`config.mk`:
```
export PLATFORM = sky130hd
export DESIGN_NAME = serial_word_collector
export DESIGN_NICKNAME = d
export VERILOG_FILES = /design/src/rtl/serial_word_collector.sv
export SDC_FILE = /design/constraint.sdc
export NUM_CORES = 1
export LEC_CHECK = 0
export ABC_CLOCK_PERIOD_IN_PS = 1400
export CAP_MARGIN = 0
export CORE_MARGIN = 2
export CORE_UTILIZATION = 49
export DETAILED_ROUTE_END_ITERATION = 10
export PLACE_DENSITY = 0.84
export SLEW_MARGIN = 20
export SYNTH_ARGS = -nofsm -noshare
export SYNTH_HDL_FRONTEND = slang
export SYNTH_SLANG_ARGS = --single-unit
```
`constraint.sdc`:
```
create_clock -name clk -period 1.4 [get_ports clk]
set_input_delay 0.35 -clock clk [delete_from_list [all_inputs] [get_ports clk]]
set_output_delay 0.35 -clock clk [all_outputs]
set_load 0.02 [all_outputs]
```
`src/rtl/serial_word_collector.sv`:
```
// Serial-to-parallel word collector with a one-entry valid/ready output buffer.
// Optional feature macro: PARITY_CHECK_EN (trailing even-parity bit per word).
module serial_word_collector #(
   parameter int WIDTH = 4,
   parameter int CNT_W = 3
) (
   input  logic             clk,
   input  logic             rst,
   input  logic             sin,
   input  logic             sin_valid,
   input  logic             dir,
   output logic [WIDTH-1:0] op,
   output logic             op_valid,
   input  logic             op_ready,
   output logic             par_err,
   output logic             overflow,
   input  logic             overflow_clr,
   output logic             busy
);
`ifdef PARITY_CHECK_EN
   localparam int NBITS = WIDTH + 1;
`else
   localparam int NBITS = WIDTH;
`endif
   localparam logic [CNT_W-1:0] LAST = CNT_W'(NBITS - 1);

   logic [CNT_W-1:0] cnt_q, cnt_d;
   logic [WIDTH-1:0] sr_q, sr_d, sr_sh, word;
   logic [WIDTH-1:0] op_q, op_d;
   logic             dir_q, dir_d, dir_use;
   logic             op_valid_q, op_valid_d;
   logic             ovf_q, ovf_d;
   logic             busy_q;
   logic             done;
`ifdef PARITY_CHECK_EN
   localparam logic [CNT_W-1:0] PAR_POS = CNT_W'(WIDTH);
   logic             par_q, par_d, par_bit;
`endif

   // The first bit of a word follows the live dir input; later bits use the latched order.
   assign dir_use = (cnt_q == '0) ? dir : dir_q;
   assign sr_sh   = dir_use ? {sin, sr_q[WIDTH-1:1]} : {sr_q[WIDTH-2:0], sin};

   always_comb begin
      cnt_d      = cnt_q;
      sr_d       = sr_q;
      dir_d      = dir_q;
      op_d       = op_q;
      op_valid_d = op_valid_q;
      ovf_d      = ovf_q;
      done       = 1'b0;
      word       = sr_sh;
`ifdef PARITY_CHECK_EN
      par_d      = par_q;
      par_bit    = (^sr_q) ^ sin;
      word       = sr_q;
`endif
      if (sin_valid) begin
         if (cnt_q == '0) dir_d = dir;
`ifdef PARITY_CHECK_EN
         // The parity bit only feeds the check; sr already holds the full data word.
         if (cnt_q != PAR_POS) sr_d = sr_sh;
`else
         sr_d = sr_sh;
`endif
         if (cnt_q == LAST) begin
            cnt_d = '0;
            done  = 1'b1;
         end else begin
            cnt_d = cnt_q + CNT_W'(1);
         end
      end

      if (done) begin
         if (!op_valid_q || op_ready) begin
            op_d       = word;
            op_valid_d = 1'b1;
`ifdef PARITY_CHECK_EN
            par_d      = par_bit;
`endif
         end else begin
            ovf_d = 1'b1;
         end
      end else if (op_valid_q && op_ready) begin
         op_valid_d = 1'b0;
      end

      // A drop in the same cycle as a clear leaves the flag set.
      if (overflow_clr && !(done && op_valid_q && !op_ready)) ovf_d = 1'b0;
   end

   always_ff @(posedge clk) begin
      if (rst) begin
         cnt_q      <= '0;
         sr_q       <= '0;
         dir_q      <= 1'b0;
         op_q       <= '0;
         op_valid_q <= 1'b0;
         ovf_q      <= 1'b0;
         busy_q     <= 1'b0;
`ifdef PARITY_CHECK_EN
         par_q      <= 1'b0;
`endif
      end else begin
         cnt_q      <= cnt_d;
         sr_q       <= sr_d;
         dir_q      <= dir_d;
         op_q       <= op_d;
         op_valid_q <= op_valid_d;
         ovf_q      <= ovf_d;
         busy_q     <= (cnt_d != '0);
`ifdef PARITY_CHECK_EN
         par_q      <= par_d;
`endif
      end
   end

   assign op       = op_q;
   assign op_valid = op_valid_q;
   assign overflow = ovf_q;
   assign busy     = busy_q;
`ifdef PARITY_CHECK_EN
   assign par_err  = par_q;
`else
   assign par_err  = 1'b0;
`endif
endmodule

```
==> reports/metrics.yaml, run 1 <==
floorplan:
  die_area_um2: 1910
  die_h_um: 43.7
  die_x_um: 43.7
  pin_count: 15
  placement_rows: 14
  start_util: 0.518
  core_area_um2: 1490
timing:
  rsz0062_at_grt: "true"
  maxSlewViolCount: 0
  hold_viol: 0
  min_period_over_period: 0.994
  finalSetupTns_ns: 0
  layout_min_cycle_time_ns: 1.39
  finalSetupViolations: 0
  hold_ws_ns: 0.472
  fmax_ghz: 0.718
  skew_ns: 0.00167
final_layout:
  nFillCells: 131
  areaGrowthSynthToFinish_pct: 26.8
  antennaDiodeCount: 0
  nets: 112
  drive_gt1_frac: 0.206
  final_area_um2: 977
worst_setup_path:
  rr_worst_depth: 5
  worst_ep_required_time_ns: 1.56
  cp-start-kind: "flip-flop"
  rr_startpoint: "cnt_q[0]"
  cp-end-kind: "flip-flop"
  reg2reg_to: "op[3]"
  crit_arrival_ns: 1.56
  cp_cell_sequence: "inv_1, ha_2, and2b_2, a31oi_1, a311oi_1"
  max_stage_delay_ns: 0.38
  crit_slowest_cell: "dfxtp_2"
  r2r_slack_ns: 0.008
  crit_type: "reg2reg"
  crit_path_max_fanout: 7
route:
  ant_nets: 0
  route.detailed.drc: 0
  wl_per_cell_um: 13.6
  drtPass1Iterations: 5
  wirelength_mm: 1.61
  vias_per_cell: 5.76
  drt-initial-drc-count: 7
  route.vias.total: 680
logic_synthesis:
  syn-cell-area_um2: 771
  synth_nets: 93
  synth_most_common_cell: "dfxtp_1"
  syn_avg_cell_area_um2: 9.18
  synth-edff-count: 0
  ys.flop_type: "dfxtp_1"
  yosys-top-cells-area: "dfxtp_1, a311oi_1, and4bb_2"
  async_reset_ff_frac: 0
  synth_warnings: 0
  synth_cell_types: 27
  yosysSeqAreaShare: 0.390
  yosysTopAreaCellShare: 0.390
  synth_common_cells: "dfxtp_1, a311oi_1, a21oi_1, nor2_1, inv_1"
  syn_inst: 84
  synth.ff_latch_count: 15
  synth.largest_area_cell: "dfxtp_1"
power_and_ir_drop:
  powerDensity_nw_per_um2: 942
  irDropWorstVdd_v: 0.000789
  power.leakage_uw: 0.000401
  power_uw: 920
run:
  drv_cap: 0
global_route:
  grt_pass1_vias: 591
  grt-ovfl-total: 0
  use_met1: 0.258
  use_met2: 0.265
  grt_pass1_wl_mm: 2.64
  gr-usage-met3: 0.0750
  antenna_found_initial: 0
  grt_usage: 0.187
  grt_max_degree: 15
  busiest_layer: "met2"
clock_network:
  htreeDepth: 1
  numCtsBuffers: 3
  cts_tree: "done"
  insertion_delay_ns: 0.29
  cts_root_buf: "clkbuf_4"
  ctsLongestPathBuffers: 2
  cts_setup_buffers: 0
  cts_num_sinks: 15
  holdBufCountCts: 0
  clk_pin_slew_ns: 0.09
place:
  io_buffers: 13
  hpwl_mm: 1.18
  gp_congestion: 0.873
  placed_cell_area_um2: 936
min_path:
  min-delay-start: "overflow"
  hold_depth: 2
  min_to: "overflow"
  hp-class: "reg2reg"
status:
  status: "completed"
==> metrics by stage <==
step / utilization / cells / worst slack (ns)
finish: 0.656 / 118 / 0.00814
global route: 0.656 / 118 / -0.0260
CTS: 0.642 / 118 / 0.00615
detailed placement: 0.629 / 114 / -0.281
global placement: 0.629 / 114 / -0.258
floorplan: - / 84 / 0.0978
==> placed cells by master (no fill, tap or decap), drive strengths merged <==
cell type	netlist	routed
dfxtp	15	15
a311oi	9	9
dlygate4sd2	0	7
nor2	6	6
a21oi	6	6
buf	2	6
inv	5	5
clkdlybuf4s50	0	5
and2	5	5
nor2b	4	4
o21ai	4	4
and4bb	4	4
a31oi	4	4
nand2b	3	3
clkbuf	3	3
mux2i	2	2
nand3b	2	2
ha	2	2
and3b	1	1
xnor2	1	1
nor3	1	1
and2b	1	1
a211oi	1	1
maj3	1	1
nor4	1	1
conb	1	1
clkinv	0	1
dlymetal6s2s	0	1
==> power breakdown <==
group | internal [uW] | total (uW) | switching (uW)
sequential | 451 | 474 | 22.9
clock | 106 | 262 | 155
combinational | 90.6 | 185 | 94.0
==> registers in the layout (all words and copies together) (netlist names) <==
| register | cells |
|---|---|
| sr_q | 4 |
| busy | 1 |
| dir_q | 1 |
| op_valid | 1 |
| op | 4 |
| cnt_q | 3 |
| overflow | 1 |
==> cell families after synthesis <==
| logic type | share of synthesized area |
|---|---|
| adder cells (fa/ha/maj) | 0.0454 |
| XOR/XNOR | 0.0114 |
| other | 0.00487 |
| AO/OA/AOI/OAI | 0.209 |
| flip-flops | 0.390 |
| AND/OR/NAND/NOR | 0.250 |
| buffers and inverters | 0.0633 |
| multiplexers | 0.0260 |
==> worst max-delay path, delay by kind of cell, from the launching register on <==
kind                     cells  cell delay, ns
AO/OA/AOI/OAI                2            0.37
buffers and inverters        1            0.06
AND/OR/NAND/NOR              1            0.23
adder cells (fa/ha/maj)      1            0.22
flip-flops                   1            0.38
==> area by class of cell <==
type	instances	area, um2	share of cell area
clock buffer	3	22.5	0.0230
clock inverter	1	5.00	0.00512
inverter	5	18.8	0.0192
multi-input combinational	59	439	0.449
sequential	15	303	0.310
tap	16	20.0	0.0205
timing repair buffer	19	169	0.173
==> metal layers <==
| metal | vias to the layer above | share of wire | wire length [um] |
|---|---|---|---|
| met1 | 318 | 0.50 | 801 |
| met4 | 0 | 0.0068 | 11 |
| li1 | 344 | - | - |
| met3 | 2 | 0.045 | 72 |
| met2 | 16 | 0.45 | 723 |
| met5 | - | 0 | 0 |
==> what timing repair did <==
| item | CTS | global route |
|---|---|---|
| cloned | 0 | 0 |
| gates resized for setup | 8 | 7 |
| pin swaps | 0 | 1 |
| setup endpoints to repair | 15 | 9 |
==> how the worst max path moves through the flow <==
stage                   from      end  slack [ns]  depth (start not counted)
detailed placement       dir    op[3]       -0.28                          4
finish              cnt_q[0]    op[3]       0.008                          5
floorplan           cnt_q[0]  sr_q[0]         0.1                          5
global route        cnt_q[0]    op[2]       -0.03                          5
global placement         dir  sr_q[3]       -0.26                          4
CTS                 cnt_q[1]    op[3]       0.006                          5
No activity file was read; power rests on OpenSTA's default activity.
==> run 2: changes to the inputs <==
--- a/config.mk
+++ b/config.mk
@@ -8,3 +8,2 @@
 export ABC_CLOCK_PERIOD_IN_PS = 1400
-export CAP_MARGIN = 0
 export CORE_MARGIN = 2
@@ -13,3 +12,2 @@
 export PLACE_DENSITY = 0.84
-export SLEW_MARGIN = 20
 export SYNTH_ARGS = -nofsm -noshare
==> constraint.sdc (replaced) <==
create_clock -name clk -period 1.4 [get_ports clk]
set_input_delay 0.28 -clock clk [delete_from_list [all_inputs] [get_ports clk]]
set_output_delay 0.28 -clock clk [all_outputs]
set_load 0.02 [all_outputs]
==> run 2 against run 1 <==
Against the previous run:
- cell area grew 3.6%
- register-to-register slack better by 0.03 ns
- sequential share of layout area is 1.1 points lower
- clock power down 5%
- via count rose by 3.5%
- combinational power grew 14%
- critical path depth unchanged
- critical endpoint is now op[2]
- largest power group unchanged
==> reports/metrics.yaml, run 2 (synthesized netlist as in run 1, its figures left out) <==
power_and_ir_drop:
  swShare: 0.288  # -0.00789
  internal-power_uw: 665  # +2.6%
  irDropWorstVdd_v: 0.000536  # -32%
  pwr-share-clk: 0.267  # -0.017
  combPwrFrac: 0.224  # +0.023
  p_switching_uw: 269  # -1.2%
  power_uw: 934  # +1.5%
  power.leakage_uw: 0.000403  # +0.44%
  powerDensity_nw_per_um2: 923  # -2.0%
  seqPwrFrac: 0.509  # -0.006
clock_network:
  holdBufCountCts: 0  # unchanged
  cts_num_sinks: 15  # unchanged
  cts_setup_buffers: 0  # unchanged
  clk_pin_slew_ns: 0.09  # about the same
  cts_root_buf: "clkbuf_4"
  ctsLongestPathBuffers: 2  # unchanged
  htreeDepth: 1  # unchanged
  cts_tree: "done"
  numCtsBuffers: 3  # unchanged
  insertion_delay_ns: 0.28  # about the same
place:
  io_buffers: 13  # unchanged
  gp_congestion: 0.891  # +2.0%
  placed_cell_area_um2: 941  # +0.53%
  pre_cts_slack_ns: -0.198  # +0.0831 ns
  hpwl_mm: 1.17  # -0.20%
global_route:
  antenna_found_initial: 0  # unchanged
  grt_usage: 0.193  # +0.00688
  grt_pass1_vias: 644  # +9.0%
  grt_max_degree: 15  # unchanged
  grt_pass1_wl_mm: 2.79  # +5.5%
  grt-ovfl-total: 0  # unchanged
final_layout:
  drive_gt1_frac: 0.208  # +0.00204
  areaGrowthSynthToFinish_pct: 31.3
  nets: 111  # -0.89%
  layout_commonest_cell: "dfxtp_1"
  final_area_um2: 1010  # +3.6%
  antennaDiodeCount: 0  # unchanged
  utilization: 0.680  # +0.0235
  most-common-layout-cells: "dfxtp_1, a311oi_1, dlygate4sd2_1, nor2_1, a21oi_1"
  nFillCells: 122  # -6.9%
route:
  route.detailed.drc: 0  # unchanged
  drt-initial-drc-count: 22  # +15
  route.vias.total: 704  # +3.5%
  top_layer_used: "met4"
  wl_per_cell_um: 15.1  # +11%
  vias_per_cell: 6.02  # +4.4%
  drtPass1Iterations: 4  # -1
  met1Wirelength_um: 778  # -2.9%
  wirelength_mm: 1.77  # +9.7%
  wl_met3_um: 118  # +64%
  ant_nets: 0  # unchanged
  dr_wl_met2_um: 831  # +15%
floorplan:
  start_util: 0.518  # unchanged
  pin_count: 15  # unchanged
  die_x_um: 43.7  # unchanged
  placement_rows: 14  # unchanged
  core_area_um2: 1490  # unchanged
  die_h_um: 43.7  # unchanged
  die_area_um2: 1910  # unchanged
timing:
  hold_viol: 0  # unchanged
  fmax_ghz: 0.733  # +2.0%
  finalSetupViolations: 0  # unchanged
  skew_ns: 0.00301  # +0.00134 ns
  finalSetupTns_ns: 0  # unchanged
  maxSlewViolCount: 0  # unchanged
  finalWorstSetupSlack_ns: 0.0359  # +0.0278 ns
  min_period_over_period: 0.974  # -0.0198
  layout_min_cycle_time_ns: 1.36  # -0.0278 ns
worst_setup_path:
  crit_path_max_fanout: 7  # unchanged
  endpoint: "op[2]"
  crit_type: "reg2reg"
  crit_arrival_ns: 1.52  # -0.04 ns
  worst_ep_required_time_ns: 1.56  # about the same
  cp-startpoint: "cnt_q[0]"
  rr_startpoint: "cnt_q[0]"
  r2r_slack_ns: 0.04  # +0.03 ns
  cp-start-kind: "flip-flop"
  cp-end-kind: "flip-flop"
  reg2reg_to: "op[2]"
  rr_worst_depth: 5  # unchanged
min_path:
  hp-class: "in2reg"
status:
  status: "completed"
run:
  drv_cap: 0  # unchanged
-- run 2: cell types whose count changed in the layout (fill, tap and decap cells not counted), sizes merged --
cell,previous run,this run
buf,6,5
clkbuf,3,4
clkinv,1,0
-- run 2: metal layers --
| metal | GRT usage | vias up |
|---|---|---|
| met2 | 0.315 | 30 |
| met1 | 0.251 | 324 |
| met3 | 0.0375 | 6 |
| li1 | - | 344 |
| met5 | 0 | - |
| met4 | 0.0788 | 0 |
-- run 2: critical path, stage by stage (launching register included) --
cell	delay, ns
dfxtp_2	0.37
inv_1	0.08
ha_4	0.18
and2b_2	0.25
a31oi_2	0.24
a311oi_1	0.12
-- run 2: worst min-delay path by stage --
stage	from	to	slack, ns	depth (start not counted)
after global placement	overflow	overflow	0.46	2
after CTS	overflow	overflow	0.48	2
final	dir	dir_q	0.46	3
after global routing	overflow	overflow	0.50	2
after floorplan	rst	busy	0.35	1
after detailed placement	overflow	overflow	0.47	2
-- run 2: repair_timing --
| action | 4_1_cts | 5_1_grt |
|---|---|---|
| endpoints found under the setup margin | 14 | 8 |
| pin swaps | 0 | 5 |
| resized for setup | 10 | 9 |
-- run 2: power groups by stage --
stage                     clock (uW)  combinational [uW]  sequential, uW
after detailed placement           0                 180             482
after global routing             269                 226             479
after global placement             0                 176             481
after CTS                        250                 182             473
final                            249                 210             475
after floorplan                    0                 108             484
-- run 2: per-stage QoR --
step | cells | hold slack [ns]
after CTS | 117 | 0.477
after floorplan | 84 | 0.352
after global routing | 117 | 0.501
final | 117 | 0.458
after detailed placement | 113 | 0.468
after global placement | 113 | 0.459
-- run 2: final cells by class --
type | count | area (um2) | share of cell area
clock buffer | 4 | 26.3 | 0.0260
multi-input combinational | 59 | 470 | 0.465
inverter | 5 | 18.8 | 0.0185
tap | 16 | 20.0 | 0.0198
timing repair buffer | 18 | 174 | 0.172
sequential | 15 | 303 | 0.299
==> run 3: changes to the inputs <==
- CELL_PAD_IN_SITES_DETAIL_PLACEMENT: unset -> 0
- CELL_PAD_IN_SITES_GLOBAL_PLACEMENT: unset -> 2
- CORE_UTILIZATION: 49 -> 29
- PLACE_DENSITY: 0.84 -> 0.82
==> run 3 against run 2 <==
Against the previous run:
- the run now ends with negative setup slack left
- combinational power grew 5%
- cell count rose by 15%
- routed wire length up 6.1%
- global-route usage is 6.8 points lower
- first-iteration DRC count fell by 68%
- clock skew rose by 0.0053 ns
- critical path depth stayed put
- via count is 0.99% lower
- largest cell class unchanged
==> reports/metrics.yaml, run 3 (synthesized netlist as in run 1, its figures left out) <==
clock_network:
  cts_tree: "done"
  clk_pin_slew_ns: 0.10  # about the same
  ctsLongestPathBuffers: 2  # unchanged
  holdBufCountCts: 0  # unchanged
  cts_root_buf: "clkbuf_4"
  htreeDepth: 1  # unchanged
  numCtsBuffers: 3  # unchanged
  insertion_delay_ns: 0.29  # about the same
  cts_num_sinks: 15  # unchanged
run:
  drv_cap: 0  # unchanged
power_and_ir_drop:
  powerDensity_nw_per_um2: 902  # -2.2%
  power.leakage_uw: 0.000414  # +2.6%
  irDropWorstVdd_v: 0.000636  # +19%
status:
  violations: "negative setup slack"
  status: "finished with violations"
timing:
  rsz0062_at_grt: "true"
  hold_viol: 0  # unchanged
  fmax_ghz: 0.707  # -3.5%
  skew_ns: 0.00829  # +0.00528 ns
  maxSlewViolCount: 0  # unchanged
  layout_min_cycle_time_ns: 1.41  # +0.0501 ns
  min_period_over_period: 1.01  # +0.0358
  finalWorstSetupSlack_ns: -0.0142  # -0.0501 ns
  finalSetupTns_ns: -0.0142  # -0.0142 ns
  finalSetupViolations: 1  # +1
  hold_ws_ns: 0.475  # +0.0170 ns
floorplan:
  die_x_um: 55.6  # +27%
  placement_rows: 18  # +4
  start_util: 0.308  # -0.209
  core_area_um2: 2500  # +68%
  pin_count: 15  # unchanged
  die_area_um2: 3090  # +62%
  die_h_um: 55.6  # +27%
global_route:
  grt_max_degree: 15  # unchanged
  grt_usage: 0.126  # -0.0678
  antenna_found_initial: 0  # unchanged
  grt-ovfl-total: 0  # unchanged
  gr-usage-met3: 0.0468  # +0.00934
  use_met1: 0.148  # -0.102
  grt_pass1_vias: 671  # +4.2%
  busiest_layer: "met2"
  use_met2: 0.214  # -0.100
  grt_pass1_wl_mm: 3.04  # +8.9%
worst_setup_path:
  crit_slowest_cell: "dfxtp_2"
  critical-path-top-delay-family: "compound AO/OA/AOI/OAI gates"
  crit_arrival_ns: 1.60  # +0.08 ns
  crit_path_max_fanout: 7  # unchanged
  max_stage_delay_ns: 0.35  # -0.02 ns
  crit_type: "reg2reg"
  cp_cell_sequence: "inv_1, ha_4, and2b_2, a31oi_1, a311oi_1"
  critPathBufInv: 1  # unchanged
  cp-end-kind: "flip-flop"
  worst_ep_required_time_ns: 1.59  # +0.03 ns
  cp-start-kind: "flip-flop"
final_layout:
  final-instance-count-excl-fill: 135  # +15%
  antennaDiodeCount: 0  # unchanged
  areaGrowthSynthToFinish_pct: 36.9
  final_area_um2: 1050  # +4.2%
  most-common-layout-cells: "dfxtp_1, buf_4, a311oi_1, dlygate4sd2_1"
  utilization: 0.422  # -0.258
  seqCellArea_um2: 303  # unchanged
  nets: 115  # +3.6%
  multi_input_area_um2: 479  # +1.9%
  drive_gt1_frac: 0.248  # +0.0397
  layout_commonest_cell: "dfxtp_1"
  nFillCells: 256  # +110%
place:
  hpwl_mm: 1.33  # +13%
  placed_cell_area_um2: 976  # +3.7%
  gp_congestion: 0.708  # -21%
  io_buffers: 13  # unchanged
  placed_cells: 131  # +16%
route:
  route.detailed.drc: 0  # unchanged
  vias_per_cell: 5.16  # -14%
  wirelength_mm: 1.87  # +6.1%
  wl_per_cell_um: 13.9  # -8.0%
  drtPass1Iterations: 4  # unchanged
  ant_nets: 0  # unchanged
  route.vias.total: 697  # -0.99%
  drt-initial-drc-count: 7  # -68%
min_path:
  hp-class: "reg2reg"
## run 3: cell types whose count changed in the layout (fill, tap and decap cells not counted)
cell             change
buf_4                +5
a31oi_2              -1
a31oi_4              +1
buf_12               -1
clkbuf_1             -1
clkdlybuf4s50_1      +1
clkinv_2             +1
dlymetal6s2s_1       -1
## run 3: timing repair
| item | CTS | global route |
|---|---|---|
| pin swaps | 0 | 2 |
| resized for setup | 13 | 6 |
| buffers inserted | 0 | 0 |
| endpoints found under the setup margin | 14 | 8 |
## run 3: area by class of cell
type,instances,share of cell area
tap,30,0.0356
sequential,15,0.287
clock buffer,3,0.0214
clock inverter,1,0.00474
timing repair buffer,22,0.179
inverter,5,0.0178
multi-input combinational,59,0.454
## run 3: path summary, 6_finish.rpt
path / cells after the start / slack, ns / to / startpoint
max: 5 / -0.01 / sr_q[2] / cnt_q[0]
max reg2reg: 5 / -0.01 / sr_q[2] / cnt_q[0]
min reg2reg: 2 / 0.48 / overflow / overflow
min: 2 / 0.48 / overflow / overflow
## run 3: report_power, final
part           total (uW)  internal, uW  switching [uW]
Sequential            475           451            23.5
Combinational         220           110             111
Clock                 257           106             150
## run 3: metal layers
layer	vias up	routed length, um	part of all wire
li1	348	-	-
met1	333	825	0.44
met2	14	939	0.50
met3	2	96	0.051
met4	0	12	0.0064
met5	-	0	0
## run 3: stage by stage
step | setup slack, ns | total power (uW)
final | -0.0142 | 952
after CTS | 0.0391 | 934
after floorplan | 0.0978 | 592
after global routing | -0.0785 | 999
after detailed placement | -0.180 | 672
after global placement | -0.169 | 666
## run 3: worst min-delay path: stages, from the launching register on
cell and delay, ns:
dfxtp_1 0.32, nand2b_1 0.06, a21oi_1 0.06
